`config.mk`:
```
export PLATFORM = sky130hd
export DESIGN_NAME = ysyx_25040101_ifu
export DESIGN_NICKNAME = d
export VERILOG_FILES = /design/src/rtl/ysyx_25040101_ifu.sv
export SDC_FILE = /design/constraint.sdc
export NUM_CORES = 1
export LEC_CHECK = 0
export CAP_MARGIN = 10
export CORE_MARGIN = 10
export CORE_UTILIZATION = 68
export DETAILED_ROUTE_END_ITERATION = 8
export DONT_BUFFER_PORTS = 1
export PLACE_DENSITY = 0.84
export SETUP_SLACK_MARGIN = 0.02
export SYNTH_ARGS = -nofsm -noshare
export SYNTH_HDL_FRONTEND = slang
export SYNTH_SLANG_ARGS = --single-unit
```
`constraint.sdc`:
```
create_clock -name clk -period 18.72 [get_ports clk]
set_input_delay 3.744 -clock clk [delete_from_list [all_inputs] [get_ports clk]]
set_output_delay 3.744 -clock clk [all_outputs]
set_load 0.005 [all_outputs]
```
`src/rtl/ysyx_25040101_ifu.sv`:
```
// Instruction fetch unit: owns the fetch PC, issues in-order imem requests under a credit limit,
// buffers responses in a small FIFO and hands {inst, pc, fault} to decode; accepts redirects.
// Optional performance counters are built when YSYX_25040101_IFU_PERF_EN is defined.
module ysyx_25040101_ifu #(
    parameter logic [31:0] RESET_PC   = 32'h8000_0000,
    parameter int          FIFO_DEPTH = 2
) (
    input  logic        clk,
    input  logic        rst,
    output logic        imem_req_valid,
    input  logic        imem_req_ready,
    output logic [31:0] imem_req_addr,
    input  logic        imem_rsp_valid,
    input  logic [31:0] imem_rsp_data,
    input  logic        imem_rsp_err,
    output logic        inst_valid,
    input  logic        inst_ready,
    output logic [31:0] inst_o,
    output logic [31:0] inst_pc_o,
    output logic        inst_fault_o,
    input  logic        redirect_valid,
    input  logic [31:0] redirect_pc
`ifdef YSYX_25040101_IFU_PERF_EN
    ,
    output logic [31:0] perf_fetch_o,
    output logic [31:0] perf_drop_o,
    output logic [31:0] perf_stall_o
`endif
);

    localparam int PTR_W = $clog2(FIFO_DEPTH);
    localparam int CNT_W = PTR_W + 1;
    localparam logic [CNT_W-1:0] DEPTH_C = CNT_W'(FIFO_DEPTH);
    localparam logic [CNT_W-1:0] CNT_ONE = CNT_W'(1);
    localparam logic [PTR_W-1:0] PTR_ONE = PTR_W'(1);

    typedef enum logic [1:0] {
        S_BOOT,
        S_RUN,
        S_DRAIN,
        S_HALT
    } state_t;

    state_t           state_q, state_d;
    logic             halt_pend_q, halt_pend_d;
    logic [31:0]      fetch_pc_q;
    logic [31:0]      rsp_pc_q;
    logic [CNT_W-1:0] outstanding_q;
    logic [CNT_W-1:0] drop_q, drop_nxt;
    logic [CNT_W-1:0] count_q;
    logic [PTR_W-1:0] wr_ptr_q, rd_ptr_q;

    logic [31:0]      buf_inst  [FIFO_DEPTH];
    logic [31:0]      buf_pc    [FIFO_DEPTH];
    logic             buf_fault [FIFO_DEPTH];

    logic             redir;
    logic             misalign;
    logic             accept;
    logic             rsp_drop;
    logic             rsp_push;
    logic             pop;
    logic             credit_ok;
    logic [CNT_W-1:0] rsp_dec;
    logic [CNT_W-1:0] remain;
    logic [CNT_W:0]   inflight;

    logic             wr_en;
    logic [PTR_W-1:0] wr_idx;
    logic [31:0]      wr_inst;
    logic [31:0]      wr_pc;
    logic             wr_fault;

    assign redir     = redirect_valid && (state_q != S_BOOT);
    assign misalign  = redir && (redirect_pc[1:0] != 2'b00);
    assign rsp_dec   = imem_rsp_valid ? CNT_ONE : '0;
    // Requests still in flight once this cycle's response has retired; these must be dropped.
    assign remain    = outstanding_q - rsp_dec;
    assign inflight  = {1'b0, outstanding_q} + {1'b0, count_q};
    assign credit_ok = inflight < {1'b0, DEPTH_C};

    assign imem_req_valid = (state_q == S_RUN) && credit_ok && !redirect_valid;
    assign imem_req_addr  = fetch_pc_q;
    assign accept         = imem_req_valid && imem_req_ready;
    assign rsp_drop       = imem_rsp_valid && (redir || (drop_q != '0));
    assign rsp_push       = imem_rsp_valid && !rsp_drop;
    assign pop            = inst_valid && inst_ready && !redir;

    always_comb begin
        drop_nxt = drop_q;
        if (redir) begin
            drop_nxt = remain;
        end else if (imem_rsp_valid && (drop_q != '0)) begin
            drop_nxt = drop_q - CNT_ONE;
        end
    end

    always_comb begin
        state_d     = state_q;
        halt_pend_d = halt_pend_q;
        case (state_q)
            S_BOOT: begin
                state_d = S_RUN;
            end
            default: begin
                if (redir) begin
                    if (remain != '0) begin
                        state_d     = S_DRAIN;
                        halt_pend_d = misalign;
                    end else begin
                        state_d     = misalign ? S_HALT : S_RUN;
                        halt_pend_d = 1'b0;
                    end
                end else if ((state_q == S_DRAIN) && (drop_nxt == '0)) begin
                    state_d     = halt_pend_q ? S_HALT : S_RUN;
                    halt_pend_d = 1'b0;
                end
            end
        endcase
    end

    always_ff @(posedge clk or posedge rst) begin
        if (rst) begin
            state_q       <= S_BOOT;
            halt_pend_q   <= 1'b0;
            fetch_pc_q    <= RESET_PC;
            rsp_pc_q      <= RESET_PC;
            outstanding_q <= '0;
            drop_q        <= '0;
        end else begin
            state_q       <= state_d;
            halt_pend_q   <= halt_pend_d;
            drop_q        <= drop_nxt;
            outstanding_q <= outstanding_q + (accept ? CNT_ONE : '0) - rsp_dec;
            if (redir) begin
                fetch_pc_q <= redirect_pc;
                rsp_pc_q   <= redirect_pc;
            end else begin
                if (accept) begin
                    fetch_pc_q <= fetch_pc_q + 32'd4;
                end
                // rsp_pc tracks the PC of the oldest surviving request; dropped responses never advance it.
                if (rsp_push) begin
                    rsp_pc_q <= rsp_pc_q + 32'd4;
                end
            end
        end
    end

    always_ff @(posedge clk or posedge rst) begin
        if (rst) begin
            wr_ptr_q <= '0;
            rd_ptr_q <= '0;
            count_q  <= '0;
        end else if (redir) begin
            rd_ptr_q <= '0;
            wr_ptr_q <= misalign ? PTR_ONE : '0;
            count_q  <= misalign ? CNT_ONE : '0;
        end else begin
            if (rsp_push) begin
                wr_ptr_q <= wr_ptr_q + PTR_ONE;
            end
            if (pop) begin
                rd_ptr_q <= rd_ptr_q + PTR_ONE;
            end
            count_q <= count_q + (rsp_push ? CNT_ONE : '0) - (pop ? CNT_ONE : '0);
        end
    end

    // A misaligned redirect replaces the flushed buffer with a single fault marker in slot 0.
    always_comb begin
        wr_en    = rsp_push;
        wr_idx   = wr_ptr_q;
        wr_inst  = imem_rsp_data;
        wr_pc    = rsp_pc_q;
        wr_fault = imem_rsp_err;
        if (misalign) begin
            wr_en    = 1'b1;
            wr_idx   = '0;
            wr_inst  = '0;
            wr_pc    = redirect_pc;
            wr_fault = 1'b1;
        end
    end

    always_ff @(posedge clk) begin
        if (wr_en) begin
            buf_inst[wr_idx]  <= wr_inst;
            buf_pc[wr_idx]    <= wr_pc;
            buf_fault[wr_idx] <= wr_fault;
        end
    end

    assign inst_valid   = (count_q != '0);
    assign inst_o       = inst_valid ? buf_inst[rd_ptr_q]  : '0;
    assign inst_pc_o    = inst_valid ? buf_pc[rd_ptr_q]    : '0;
    assign inst_fault_o = inst_valid ? buf_fault[rd_ptr_q] : 1'b0;

`ifdef YSYX_25040101_IFU_PERF_EN
    always_ff @(posedge clk or posedge rst) begin
        if (rst) begin
            perf_fetch_o <= '0;
            perf_drop_o  <= '0;
            perf_stall_o <= '0;
        end else begin
            if (accept) begin
                perf_fetch_o <= perf_fetch_o + 32'd1;
            end
            if (rsp_drop) begin
                perf_drop_o <= perf_drop_o + 32'd1;
            end
            if (inst_valid && !inst_ready) begin
                perf_stall_o <= perf_stall_o + 32'd1;
            end
        end
    end
`endif

endmodule

```
==> flow_metrics.tcl, run 1 <==
set metrics [dict create \
    status "finished clean" \
    setup_tns_ps 0 \
    ys_ff_latch 205 \
    syn_area_um2 9572 \
    num_vias 6589 \
    crit_required_ps 14980 \
    final_cell_mix "nand2_1, edfxtp_1, nor2_1, dfrtp_1, mux2i_1" \
    fp.dieW_um 138.6 \
    swShare 0.3422 \
    synthMuxAreaShare 0.07007 \
    wirelength_mm 22.15 \
    dieArea_um2 19220 \
    min_path_type "register to register" \
    grt_overflow 0 \
    cap_viol_max_count 0 \
    wl_per_cell_um 21.11 \
    final_common_cell "nand2_1" \
    synth_edf_count 130 \
    async_flop_share 0.3659 \
    arrival_ps 4140 \
    powerDensity_nw_per_um2 139.6 \
    tightest_slew_ps 1097 \
    switchingPower_mw 0.4934 \
    synthDistinctLibCells 46 \
    grt_max_degree 76 \
    relSlewSlack 0.2684 \
    finalHoldViolCount 0 \
    synth_flop_cell "edfxtp_1" \
    cts.clk_slew.worst_paths_ps 60 \
    io_buffers 0 \
    cts_tree "yes" \
    ys_warn_count 0 \
    via_per_inst 6.281 \
    drt_iter0_markers 714 \
    synth.area.top_cells "edfxtp_1, dfrtp_1, mux2i_1" \
    criticalPathCategory "primary input to output port" \
    syn_to_final_growth_pct 7.909 \
    end_kind "output port" \
    synth-compound-area-share 0.05974 \
    syn_inst 870 \
    fin_crit_sh 0.4211 \
    io_pins 170 \
    clockBufferDepth 3 \
    seq_area_frac_synth 0.6042 \
    synth_top_family_by_area "simple AND/OR/NAND/NOR gates" \
    synthXorXnorAreaFrac 0.03752 \
    synth_fa_ha_area_frac 0.01255 \
    static-leakage-power_nw 3.905 \
    seqPwrFrac 0.488 \
    p_clk_frac 0.265 \
    place_congestion 0.8918 \
    initial_utilization 0.6922 \
    drc 0 \
    postCtsSetupBuffers 0 \
    fmax_mhz 126.9 \
    period_needed_ps 7883 \
    critPathSlowestCell "nor4_2" \
    crit_buf_inv 0 \
    clock_sinks 205 \
    rows 43 \
    grt_pass1_wl_mm 35.13 \
    htreeDepth 1 \
    cts_root_buf "clkbuf_16" \
    dr.pass1.iters 5 \
    combPwrFrac 0.247 \
    cts_buffers 20 \
    postRouteAntennaNets 0 \
    hpwl_mm 15.44 \
    rsz0062_at_grt "no" \
    drive_above_1_share 0.06106 \
    cts.repair.resized 0 \
    place_inst 1012 \
    n_fill_cell 912 \
    path_max_fanout 7 \
    finClkSkew_ps 12.13 \
    synth_top_area_share 0.4078 \
    path_cells "nor4_2, and2_1" \
    report.final.slew_viol_count 0 \
    max_stage_delay_ps 210 \
    start_kind "primary input" \
    hold_buffers 0 \
    yosysTopAreaCell "edfxtp_1" \
    postSynthAreaPerCell_um2 11.00 \
    grtUsageTotal 0.2195 \
    worst_ir_drop_vdd_mv 0.07912 \
    instances_no_fill 1049 \
    setup_viol 0 \
    internal-power_mw 0.9483 \
    nets 934 \
    synth-simple-area-share 0.1881 \
    syn_nets 950 \
    die_h_um 138.6 \
    core_um2 13830 \
    clk_latency_ps 480 \
    grt_antenna_before_repair 1 \
    cp_top_family "simple AND/OR/NAND/NOR gates" \
    grt_pass1_vias 6521 \
]
-- stage by stage --
stage | hold slack, ps | cell area, um^2 | setup slack, ps | power (mW) | util
final | 492.7 | 10330 | 10840 | 1.442 | 0.7470
after global routing | 500.5 | 10330 | 10770 | 1.523 | 0.7468
after CTS | 488.7 | 10330 | 10820 | 1.451 | 0.7468
after detailed placement | 474.3 | 9701 | 10820 | 1.072 | 0.7016
after global placement | 458.7 | 9701 | 10840 | 1.047 | 0.7016
after floorplan | 446.7 | 9572 | 9256 | 0.9625 | -
-- worst paths after layout --
kind,slack [ps],start,endpoint,cells past startpoint
setup / recovery,10840,redirect_valid,imem_req_valid,2
hold / removal,490,rsp_pc_q[1],rsp_pc_q[1],2
setup reg to reg,15260,count_q[0],outstanding_q[1],10
hold reg to reg,490,rsp_pc_q[1],rsp_pc_q[1],2
max in group asynchronous,14580,rst,rd_ptr_q,2
min in group asynchronous,3430,rst,imem_req_addr[6],2
-- registers in the layout, summed over array words and instances (netlist names) --
name           cells
rd_ptr_q           1
rsp_pc_q          32
state_q            2
outstanding_q      2
drop_q             2
buf_pc            64
count_q            2
imem_req_addr     32
wr_ptr_q           1
buf_fault          2
buf_inst          64
halt_pend_q        1
-- cell usage after synthesis (2+ instances only) --
library cell / number
nand2_1: 165
edfxtp_1: 130
nor2_1: 90
dfrtp_1: 73
mux2i_1: 67
o21ai_0: 43
and2_1: 36
nand3_1: 34
clkbuf_1: 27
xnor2_1: 23
xor2_1: 18
a21oi_1: 17
nand4_1: 16
inv_1: 14
o211ai_1: 14
nor3_1: 13
buf_2: 11
and3_1: 10
ha_1: 8
o311ai_0: 8
and4_1: 6
buf_1: 5
or4_1: 5
a31oi_1: 4
nor4_1: 4
buf_6: 2
dfstp_2: 2
nand2b_1: 2
nand4_2: 2
nand4b_1: 2
nor3b_1: 2
o21a_1: 2
o21ai_1: 2
-- kinds of logic (layout without fill, tap and decap cells) --
| family | after synthesis | in the layout |
|---|---|---|
| muxes | 67 | 67 |
| xor gates and xnor gates | 41 | 41 |
| DFF | 205 | 205 |
| AOI/OAI and AO/OA | 95 | 95 |
| other | 0 | 1 |
| buffers and inverters | 62 | 60 |
| and+or+nand+nor | 391 | 391 |
| adders and majority gates | 9 | 9 |
-- worst reg2reg max path, delay by kind of cell (launching register included) --
kind                     cells  cell delay [ps]
buffers and inverters        2              440
AND/OR/NAND/NOR              3             1150
adder cells (fa/ha/maj)      3             1030
flip-flops                   1              440
XOR/XNOR                     2              320
-- final cells by class --
type / count / area (um^2) / share of cell area
Clock inverter: 12 / 88.84 / 0.008601
Inverter: 15 / 56.30 / 0.005451
Clock buffer: 24 / 536.8 / 0.05197
Multi-Input combinational cell: 603 / 3565 / 0.3451
Sequential cell: 205 / 5787 / 0.5603
Timing Repair Buffer: 9 / 67.56 / 0.006541
Tap cell: 180 / 225.2 / 0.02180
Antenna cell: 1 / 2.502 / 0.0002423
-- power groups by stage --
stage / clock network [mW] / registers, mW / logic, mW
after detailed placement: 0 / 0.712 / 0.360
after global routing: 0.406 / 0.719 / 0.399
final: 0.382 / 0.704 / 0.356
after CTS: 0.384 / 0.704 / 0.363
after floorplan: 0 / 0.659 / 0.304
after global placement: 0 / 0.703 / 0.343
-- routing by layer --
| layer | track usage | routed length, um |
|---|---|---|
| met5 | 0 | 0 |
| met3 | 0.05342 | 2115 |
| met4 | 0.05382 | 487 |
| met2 | 0.3675 | 10840 |
| met1 | 0.2820 | 8699 |
(Power assumes the default switching activity.)
==> run 2: changes to the inputs <==
- CORE_UTILIZATION: 68 -> 57
- PLACE_DENSITY: 0.84 -> 0.75
- clock period: 18.72 -> 6.6 ns (I/O delays scaled with it)
==> run 2 against run 1 <==
Net effect: clock power grew to 3.3 times the previous value; wire length grew 0.44%; sequential share of layout area decreased by 0.88 points; global-route usage is 2.4 points lower; worst setup slack worse by 7700 ps; non-clock buffer count unchanged; first-iteration DRC count is 40% lower; critical path depth unchanged; via count is 1.4% lower.
==> flow_metrics.tcl, run 2 (same netlist as run 1, synthesis figures left out) <==
set metrics [dict create \
    hpwl_mm 15.56 \
    worst_ir_drop_vdd_mv 0.2169 \
    dp_slack_ps 2807 \
    cts.clk_slew.worst_paths_ps 60 \
    rsz0062_at_grt "no" \
    finalHoldViolCount 0 \
    die_h_um 149.6 \
    grt_pass1_wl_mm 35.27 \
    fmax_mhz 285.9 \
    swShare 0.3359 \
    postCtsSetupBuffers 0 \
    fp.dieW_um 149.6 \
    placed_cell_area_um2 9751 \
    dr.pass1.iters 5 \
    report.final.slew_viol_count 0 \
    path_cells "mux2i_1, nor2_1" \
    grt_max_degree 76 \
    clk_latency_ps 500 \
    hold_buffers 0 \
    seqPwrFrac 0.469 \
    min_path_type "register to register" \
    grt_pass1_vias 6361 \
    grt_overflow 0 \
    status "finished clean" \
    worst_slack_ps 3102 \
    wl_per_cell_um 20.39 \
    period_needed_ps 3498 \
    n_fill_cell 1276 \
    antennaDiodeCount 0 \
    end_kind "output port" \
    finClkSkew_ps 20.86 \
    max_stage_delay_ps 1150 \
    initial_utilization 0.5792 \
    clockBufferDepth 3 \
    cts_tree "yes" \
    final_cell_mix "nand2_1, edfxtp_1, nor2_1, dfrtp_1, mux2i_1" \
    cts_buffers 22 \
    core_um2 16520 \
    cap_viol_max_count 0 \
    grt_antenna_before_repair 0 \
    relSlewSlack 0.2472 \
    tightest_slew_ps 1129 \
    drive_above_1_share 0.06659 \
    postRouteAntennaNets 0 \
    crit_required_ps 5280 \
    rows 47 \
    arrival_ps 2180 \
    cts_root_buf "clkbuf_16" \
    place_congestion 0.8899 \
    wirelength_mm 22.25 \
    nets 936 \
    final_common_cell "nand2_1" \
    critPathSlowestCell "dfrtp_4" \
    syn_to_final_growth_pct 9.634 \
    setup_viol 0 \
    start_kind "register" \
    io_buffers 0 \
    drc 0 \
    internal-power_mw 2.824 \
    path_max_fanout 66 \
    fin_crit_sh 0.5299 \
    grtUsageTotal 0.1954 \
    clock_sinks 205 \
    combPwrFrac 0.238 \
    powerDensity_nw_per_um2 405.3 \
    io_pins 170 \
    dieArea_um2 22380 \
    via_per_inst 5.954 \
    setup_tns_ps 0 \
    num_vias 6496 \
    cts.repair.resized 0 \
    htreeDepth 1 \
    static-leakage-power_nw 3.962 \
    reg_top3 "buf_inst x64, buf_pc x64" \
    finalInstanceArea_um2 10490 \
    switchingPower_mw 1.429 \
    criticalPathCategory "register to output port" \
    p_clk_frac 0.293 \
    drt_iter0_markers 430 \
]
## run 2: cell count changes in the layout (fill, tap and decap cells not counted)
| cell | previous run | this run |
|---|---|---|
| clkbuf_1 | 3 | 2 |
| clkinv_2 | 4 | 3 |
| inv_8 | 0 | 1 |
| clkbuf_16 | 21 | 23 |
| diode_2 | 1 | 0 |
| clkinv_4 | 1 | 2 |
| bufinv_16 | 1 | 3 |
| clkinv_1 | 4 | 3 |
## run 2: cell type report
cell class	instances	area, um^2	share of cell area
clock buffer	25	583.1	0.05556
clock inverter	14	160.2	0.01526
inverter	15	56.30	0.005365
multi-input combinational	603	3565	0.3397
sequential	205	5787	0.5514
tap	220	275.3	0.02623
timing repair buffer	9	67.56	0.006439
## run 2: layer usage
metal / up-vias / track usage / wire length [um]
li1: 3050 / - / -
met1: 3142 / 0.2607 / 9009
met2: 266 / 0.3025 / 10280
met3: 38 / 0.05948 / 2440
met4: 0 / 0.05692 / 517
met5: - / 0 / 0
## run 2: stage by stage
stage / power, mW / cells / utilization / hold slack [ps]
2_1_floorplan: 2.725 / 870 / - / 446.7
3_3_place_gp: 2.987 / 1052 / 0.5901 / 461.3
3_5_place_dp: 3.043 / 1052 / 0.5901 / 484.5
4_1_cts: 4.299 / 1091 / 0.6350 / 499.9
5_1_grt: 4.513 / 1091 / 0.6350 / 524.1
6_report: 4.253 / 1091 / 0.6350 / 497.5
## run 2: worst paths after layout
kind	endpoint	cells after the start	slack, ps	from
max in group asynchronous	rd_ptr_q	2	4880	rst
setup / recovery	inst_pc_o[11]	2	3100	rd_ptr_q
min in group asynchronous	outstanding_q[1]	2	990	rst
hold / removal	rsp_pc_q[1]	2	500	rsp_pc_q[1]
setup reg to reg	outstanding_q[1]	10	3130	count_q[0]
hold reg to reg	rsp_pc_q[1]	2	500	rsp_pc_q[1]
## run 2: power groups by stage
stage | sequential (mW) | clock, mW | combinational (mW)
floorplan | 1.86 | 0 | 0.862
global placement | 2.00 | 0 | 0.987
detailed placement | 2.02 | 0 | 1.02
CTS | 2.00 | 1.27 | 1.03
global route | 2.04 | 1.32 | 1.14
finish | 2.00 | 1.25 | 1.01
## run 2: worst max-delay path, delay by kind of cell, from the launching register on
kind	cells	cell delay, ps
and+or+nand+nor	1	100
muxes	1	390
DFF	1	1150
